<file path="src/rtl/div_unit.sv">
// Iterative RV32M DIV/DIVU/REM/REMU, one restoring step per cycle; done at T+XLEN+1 (T+1 for /0 and overflow).
// Holds the pipeline via combinational stall from start until the DONE cycle; Flush aborts from any state.
module div_unit #(
  parameter int XLEN  = 32,
  parameter int CNT_W = $clog2(XLEN) + 1
) (
  input  logic            CLK,
  input  logic            RST,
  input  logic            start,
  input  logic            Flush,
  input  logic [1:0]      op,
  input  logic [XLEN-1:0] rs1,
  input  logic [XLEN-1:0] rs2,
  output logic            stall,
  output logic            busy,
  output logic            done,
  output logic [XLEN-1:0] result
);

  typedef enum logic [1:0] {S_IDLE, S_CALC, S_DONE} state_t;

  state_t state_q, state_d;

  logic [XLEN-1:0]  rem_q, quo_q, dvs_q;
  logic [CNT_W-1:0] cnt_q;
  logic             neg_q_q, neg_r_q, is_rem_q;

  logic            accept, is_signed, a_neg, b_neg, div_zero, ovf, special;
  logic [XLEN-1:0] a_abs, b_abs, spec_res;

  assign accept    = (state_q == S_IDLE) && start && !Flush;
  assign is_signed = ~op[0];
  assign a_neg     = is_signed & rs1[XLEN-1];
  assign b_neg     = is_signed & rs2[XLEN-1];
  assign a_abs     = a_neg ? -rs1 : rs1;
  assign b_abs     = b_neg ? -rs2 : rs2;
  assign div_zero  = (rs2 == '0);
  assign ovf       = is_signed && (rs1 == {1'b1, {(XLEN-1){1'b0}}}) && (rs2 == '1);
  assign special   = div_zero || ovf;
  assign spec_res  = div_zero ? (op[1] ? rs1 : '1) : (op[1] ? '0 : rs1);

  // Shifted partial remainder needs one extra bit before the trial subtract.
  logic [XLEN:0]   rem_sh;
  logic            ge, last;
  logic [XLEN-1:0] sub, rem_nx, quo_nx, q_fix, r_fix;

  assign rem_sh = {rem_q, quo_q[XLEN-1]};
  assign ge     = rem_sh >= {1'b0, dvs_q};
  assign sub    = rem_sh[XLEN-1:0] - dvs_q;
  assign rem_nx = ge ? sub : rem_sh[XLEN-1:0];
  assign quo_nx = {quo_q[XLEN-2:0], ge};
  assign last   = (cnt_q == CNT_W'(1));
  assign q_fix  = neg_q_q ? -quo_nx : quo_nx;
  assign r_fix  = neg_r_q ? -rem_nx : rem_nx;

  always_ff @(posedge CLK) begin
    if (RST) state_q <= S_IDLE;
    else     state_q <= state_d;
  end

  always_comb begin
    state_d = state_q;
    stall   = 1'b0;
    busy    = 1'b0;
    done    = 1'b0;
    case (state_q)
      S_IDLE: begin
        stall = start;
        if (accept) state_d = special ? S_DONE : S_CALC;
      end
      S_CALC: begin
        stall = 1'b1;
        busy  = 1'b1;
        if (last) state_d = S_DONE;
      end
      S_DONE: begin
        done    = 1'b1;
        state_d = S_IDLE;
      end
      default: state_d = S_IDLE;
    endcase
    if (Flush) state_d = S_IDLE;
    if (RST)   stall   = 1'b0;
  end

  always_ff @(posedge CLK) begin
    if (RST) begin
      rem_q    <= '0;
      quo_q    <= '0;
      dvs_q    <= '0;
      cnt_q    <= '0;
      neg_q_q  <= 1'b0;
      neg_r_q  <= 1'b0;
      is_rem_q <= 1'b0;
      result   <= '0;
    end else if (!Flush) begin
      if (accept) begin
        rem_q    <= '0;
        quo_q    <= a_abs;
        dvs_q    <= b_abs;
        neg_q_q  <= a_neg ^ b_neg;
        neg_r_q  <= a_neg;
        is_rem_q <= op[1];
        cnt_q    <= special ? '0 : CNT_W'(XLEN);
        if (special) result <= spec_res;
      end else if (state_q == S_CALC) begin
        rem_q <= rem_nx;
        quo_q <= quo_nx;
        cnt_q <= cnt_q - CNT_W'(1);
        if (last) result <= is_rem_q ? r_fix : q_fix;
      end
    end
  end

endmodule

</file>
<file path="config.mk">
export PLATFORM = sky130hd
export DESIGN_NAME = div_unit
export DESIGN_NICKNAME = d
export VERILOG_FILES = /design/src/rtl/div_unit.sv
export SDC_FILE = /design/constraint.sdc
export NUM_CORES = 1
export LEC_CHECK = 0
export CAP_MARGIN = 20
export CORE_ASPECT_RATIO = 1.2
export CORE_MARGIN = 2
export CORE_UTILIZATION = 48
export DETAILED_ROUTE_END_ITERATION = 10
export PLACE_DENSITY = 0.68
export SLEW_MARGIN = 20
export SYNTH_ARGS = -nofsm -noshare
export SYNTH_HDL_FRONTEND = slang
export SYNTH_SLANG_ARGS = --single-unit
</file>
<file path="constraint.sdc">
create_clock -name CLK -period 11 [get_ports CLK]
set_input_delay 2.2 -clock CLK [delete_from_list [all_inputs] [get_ports CLK]]
set_output_delay 2.2 -clock CLK [all_outputs]
set_load 0.02 [all_outputs]
</file>
Word-level counts from Yosys, hierarchy flattened
Cells that the tools add are included.
{ "word_totals": {"reg_bits": 139, "latch_bits": 0, "mem_bits_rw": 0, "mem_bits_ro": 0, "inputBits": 70, "out_inout_bits": 35, "elab_cells": 72, "mem_count": 0} }
{ "classes": {"addsub": 6, "mul": 0, "div_mod_pow": 0, "order_cmp": 1, "n_eq_ne": 8, "n_shift": 0, "mux": 28, "bitwise_logic": 5, "reduce_logical": 15} }
{ "op_table": {"columns": ["op", "count"], "rows": [
  ["two-way mux 32 bit", 17],
  ["negator 32 bit", 4],
  ["== test 32 bit (second input constant)", 2],
  [">= comparator 33 x 32 -> 1 bit", 1],
  ["logical NOT 32 bit", 1],
  ["subtractor 32 bit", 1],
  ["two-way mux 6 bit", 3],
  ["== test 6 x 1 -> 1 bit (second input constant)", 1],
  ["two-way mux 2 bit", 3],
  ["AND reduction 2 bit", 3],
  ["subtractor 6 x 1 -> 6 bit (second input constant)", 1],
  ["logical AND 1 bit", 4],
  ["inequality test 2 bit (second input constant)", 2],
  ["case mux 2 bit (2 select lines)", 1],
  ["AND reduction 4 bit", 1],
  ["nonzero test 2 bit", 2],
  ["two-way mux 1 bit", 3],
  ["AND 1 bit", 2],
  ["== test 2 x 1 -> 1 bit (second input constant)", 1],
  ["== test 2 bit (second input constant)", 1],
  ["logical NOT 2 bit", 1],
  ["inequality test 2 x 1 -> 1 bit (second input constant)", 1],
  ["inverter 1 bit", 2],
  ["case mux 1 bit (2 select lines)", 1],
  ["other kinds (4)", 4]
]} }

Logic depth before layout (Yosys ltp)
{ "depth": {"depth_word": 8, "depth_mapped": 26, "depth_no_buf": 21} }

Least setup slack after synthesis
Ideal clock, no wire load.
{ "synth_timing": {"kind": "input -> output", "startpoint": "in RST", "endpoint": "out stall", "t_arrival_ns": 3.178, "t_required_ns": 8.800, "path_slack_ns": 5.622, "stages": 4, "path_buffers": 3, "path_cell_list": "clkbuf_1 > buf_6 > clkbuf_1 > nor3_1"} }
{ "synth_via": {"elab_chain_cells": 1} }
{ "synth_lines": {"columns": ["element", "line_no", "rtl"], "rows": [
  ["start, declared", "8", "input logic RST,"],
  ["two-way mux 1 bit", "83", "if (RST) stall = 1'b0;"],
  ["end, declared", "14", "output logic stall,"]
]} }
Every way passes these cells.

Worst setup path in the final report
{ "layout_timing": {"startpoint": "in rs2[0]", "endpoint": "reg result[16]"} }
{ "layout_via": {"elab_chain_cells": 5, "word_cells_on_any_way": 9, "classes_between": "eq/ne: 2; mux: 3; reduce/logical: 4"} }
{ "layout_lines": {"columns": ["element", "line_no", "rtl"], "rows": [
  ["start, declared", "13", "input logic [XLEN-1:0] rs2,"],
  ["== test 32 bit", "38", "assign ovf = is_signed && (rs1 == {1'b1, {(XLEN-1){1'b0}}}) && (rs2 == '1);"],
  ["logical AND 1 bit", "38", null],
  ["logical OR 1 bit", "39", "assign special = div_zero || ovf;"],
  ["inequality test 2 x 1 -> 1 bit (no source line)", null, null],
  ["AND reduction 4 bit (no source line)", null, null],
  ["end signal, assigned", "105", "if (special) result <= spec_res;"],
  ["end signal, assigned", "110", "if (last) result <= is_rem_q ? r_fix : q_fix;"],
  ["end, declared", "17", "output logic [XLEN-1:0] result"]
]} }
Several ways; a longest one is shown, not always the timed one. The select of a mux whose other input is x is not followed.
A chain may end at the register's enable or synchronous reset.

==> results.json <==
{
  "crit_path_start_kind": "input pin",
  "root_buffer": "clkbuf_16",
  "layout_commonest_cell": "nor2_1",
  "final_cell_mix": "nor2_1 (223), nand2_1 (171), dfxtp_1 (139)",
  "firstDrtPassIters": 8,
  "ir_drop_mv": 0.09992,
  "cts_hold_buf": 0,
  "crit_buf_inv": 4,
  "muxShareOfSynthArea_pct": 1.621,
  "fin_cells": 1949,
  "synth_top_area_share_pct": 23.87,
  "layout-drive-gt1-share_pct": 6.384,
  "tns_ns": 0,
  "slew_viol_final": 0,
  "worst_slew_pin_slew_ns": 1.097,
  "p_leak_nw": 4.740,
  "r2r_cells": 19,
  "synthCells": 1582,
  "wl_mm": 37.20,
  "period_minus_slack_ns": 5.828,
  "grt_pass1_vias": 11050,
  "syn-num-nets": 1692,
  "p_seq_share_pct": 36.7,
  "drt-initial-drc-count": 949,
  "use_met1_pct": 36.85,
  "ctsResizeCount": 0,
  "wl_per_cell_microns": 19.09,
  "area_growth_pct": 13.85,
  "synth_adder_area_share_pct": 6.161,
  "cp_top_family": "simple AND/OR/NAND/NOR gates",
  "cts.clk_slew.worst_paths_ns": 0.06,
  "dieHeight_microns": 174.7,
  "slew_headroom_pct": 26.75,
  "outcome": "completed",
  "end_kind": "flop",
  "required_ns": 11.36,
  "use_met2_pct": 48.29,
  "nets": 1726,
  "top_usage_layer": "met2",
  "htree_num_levels": 4,
  "crit_chain": "clkdlybuf4s50_1 -> inv_1 -> ha_1 -> nand2_1 -> nor3_1 -> nand4_1 -> or2_1 -> nor4_4 -> buf_4 -> or2_1 -> a21boi_4 -> buf_4 -> o221ai_1 -> a21oi_1 -> a21oi_1 -> nor2_1",
  "gp_congestion": 0.9183,
  "comb_power_share_pct": 28.2,
  "r2r-end": "result[30]",
  "finalPower_mw": 1.525,
  "yosys.area.top_type": "dfxtp_1",
  "setup.worst_path.class": "input pin to flop",
  "n_antenna_cell": 0,
  "dieArea_sq_mm": 0.02555,
  "skew_ns": 0.01190,
  "grt_max_degree": 96,
  "p_switching_mw": 0.5314,
  "r2r_slack_ns": 5.30,
  "cts.path.max_buffers": 2,
  "coreArea_sq_mm": 0.02389,
  "worstPathArrival_ns": 6.19,
  "power_density_mw_per_mm2": 114.9,
  "cp_max_fo": 47,
  "synth_simple_gate_area_share_pct": 25.20,
  "clkLatencyLatePin_ns": 0.43,
  "cts_tree": "built",
  "design_area_sq_mm": 0.01327,
  "p_int_mw": 0.9935,
  "rsz0062_at_grt": "no",
  "max-cap-violations": 0,
  "remaining_drc_errors": 0,
  "worstHoldPathCells": 2,
  "fin_crit_sh_pct": 52.99,
  "ys_top_cells_by_area": "dfxtp_1 (24%), nor2_1 (7.2%), nand2_1 (5.5%), xnor2_1 (5.3%), xor2_1 (4.7%)",
  "switching_share_pct": 34.85,
  "async_reset_ff_share_pct": 0,
  "worstHoldStart": "dvs_q[31]",
  "cts_inserted_buffers": 17,
  "place_area_sq_mm": 0.01273,
  "viasPerCell": 6.113,
  "cts.sinks": 139,
  "synth_compound_area_share_pct": 27.03,
  "postCtsSetupBuffers": 0,
  "cp_slowest_cell": "nor3_1",
  "route.vias.total": 11910,
  "ioPinCount": 105,
  "grt_overflow": 0,
  "dp_cells": 1917,
  "grt_first_pass_wirelength_mm": 58.68,
  "synth-main-ff-cell": "dfxtp_1",
  "slowest_delay_ns": 0.51,
  "synthesis.area_sq_mm": 0.01166,
  "final-setup-viol-count": 0,
  "timing.final.hold_violations": 0,
  "yosys_warnings": 0,
  "gr-usage-met3_pct": 3.211,
  "r2r_start": "dvs_q[13]",
  "p_clk_share_pct": 35.1,
  "avgSynthCellArea_sq_um": 7.369,
  "synth_edf_count": 0,
  "drtAntennaViolNets": 0,
  "holdPathEnd": "dvs_q[31]",
  "yosysUniqueCellTypes": 88,
  "initial_utilization_pct": 48.79,
  "hp-class": "flop to flop",
  "max_freq_ghz": 0.1716,
  "die_w_microns": 146.3,
  "ys_seq_area_share_pct": 23.87,
  "placement.io_buffers": 104,
  "pre_cts_slack_ns": 4.812,
  "layout_setup_ws_ns": 5.172,
  "grt_usage_pct": 28.50,
  "hpwl_mm": 27.68,
  "num_rows": 62,
  "antenna_found_initial": 0,
  "synth_top_family_by_area": "compound AO/OA/AOI/OAI gates",
  "synth-xor-area-share_pct": 9.917,
  "synth_seq_cells": 139
}
==> kinds of logic (layout without fill, tap and decap cells) <==
| kind of cell | count (synthesis) | in the layout |
|---|---|---|
| xor+xnor | 132 | 132 |
| fa+ha+maj | 61 | 61 |
| flops | 139 | 139 |
| mux | 18 | 18 |
| simple gates | 621 | 621 |
| compound gates | 454 | 454 |
| buf+inv | 157 | 204 |
==> area by class of cell <==
| type | instances | area, sq um |
|---|---|---|
| timing repair buffer | 119 | 1151 |
| fill | 2378 | 10620 |
| clock buffer | 19 | 442.9 |
| tap | 320 | 400.4 |
| sequential | 139 | 2783 |
| multi-input combinational | 1286 | 8199 |
| inverter | 53 | 198.9 |
| clock inverter | 13 | 96.34 |
==> worst max-delay path by stage <==
stage / start / end / slack [ns] / cells past startpoint
after floorplan: RST / stall / 5.62 / 4
after global placement: rs1[25] / result[30] / 4.55 / 11
after detailed placement: rs2[0] / result[21] / 4.81 / 15
after CTS: rs2[0] / result[21] / 5.24 / 15
after global routing: rs2[0] / result[21] / 4.83 / 15
final: rs2[0] / result[16] / 5.17 / 16
==> tightest hold or removal path: stages (launching register included) <==
cell,delay [ns]
dfxtp_1,0.31
nand2_1,0.05
a21oi_1,0.05
==> cell usage after synthesis (22+ instances only) <==
| cell type | n |
|---|---|
| a22oi_1 | 23 |
| ha_1 | 39 |
| inv_1 | 50 |
| dfxtp_1 | 139 |
| o21ai_0 | 84 |
| a211oi_1 | 52 |
| xor2_1 | 62 |
| nand3_1 | 23 |
| a311oi_1 | 40 |
| o31ai_1 | 22 |
| nor2_1 | 224 |
| nor3_1 | 43 |
| xnor2_1 | 70 |
| clkbuf_1 | 67 |
| a21oi_1 | 107 |
| nand2_1 | 171 |
==> per-stage QoR <==
step                hold slack, ns  utilization [%]
CTS                         0.4540            55.55
detailed placement          0.4476            53.29
global placement            0.4446            53.26
finish                      0.4522            55.55
global route                0.4677            55.55
floorplan                   0.4319                -
==> power groups by stage <==
stage	registers [mW]	logic [mW]	clock network [mW]
floorplan	0.568	0.288	0
global placement	0.570	0.419	0
detailed placement	0.570	0.424	0
CTS	0.559	0.426	0.541
global route	0.563	0.471	0.558
finish	0.559	0.430	0.535
==> layer usage <==
layer	wire (microns)	part of all wire [%]	vias to the layer above
met5	0	0	-
met4	1306	3.5	0
met1	15900	43	5622
met3	2170	5.8	62
li1	-	-	5821
met2	17820	48	409
==> state kept, by name, summed over array words and instances (netlist names) <==
register / flops
neg_r_q: 1
quo_q: 32
is_rem_q: 1
dvs_q: 32
cnt_q: 6
result: 32
state_q: 2
rem_q: 32
neg_q_q: 1
(Power assumes the default switching activity.)
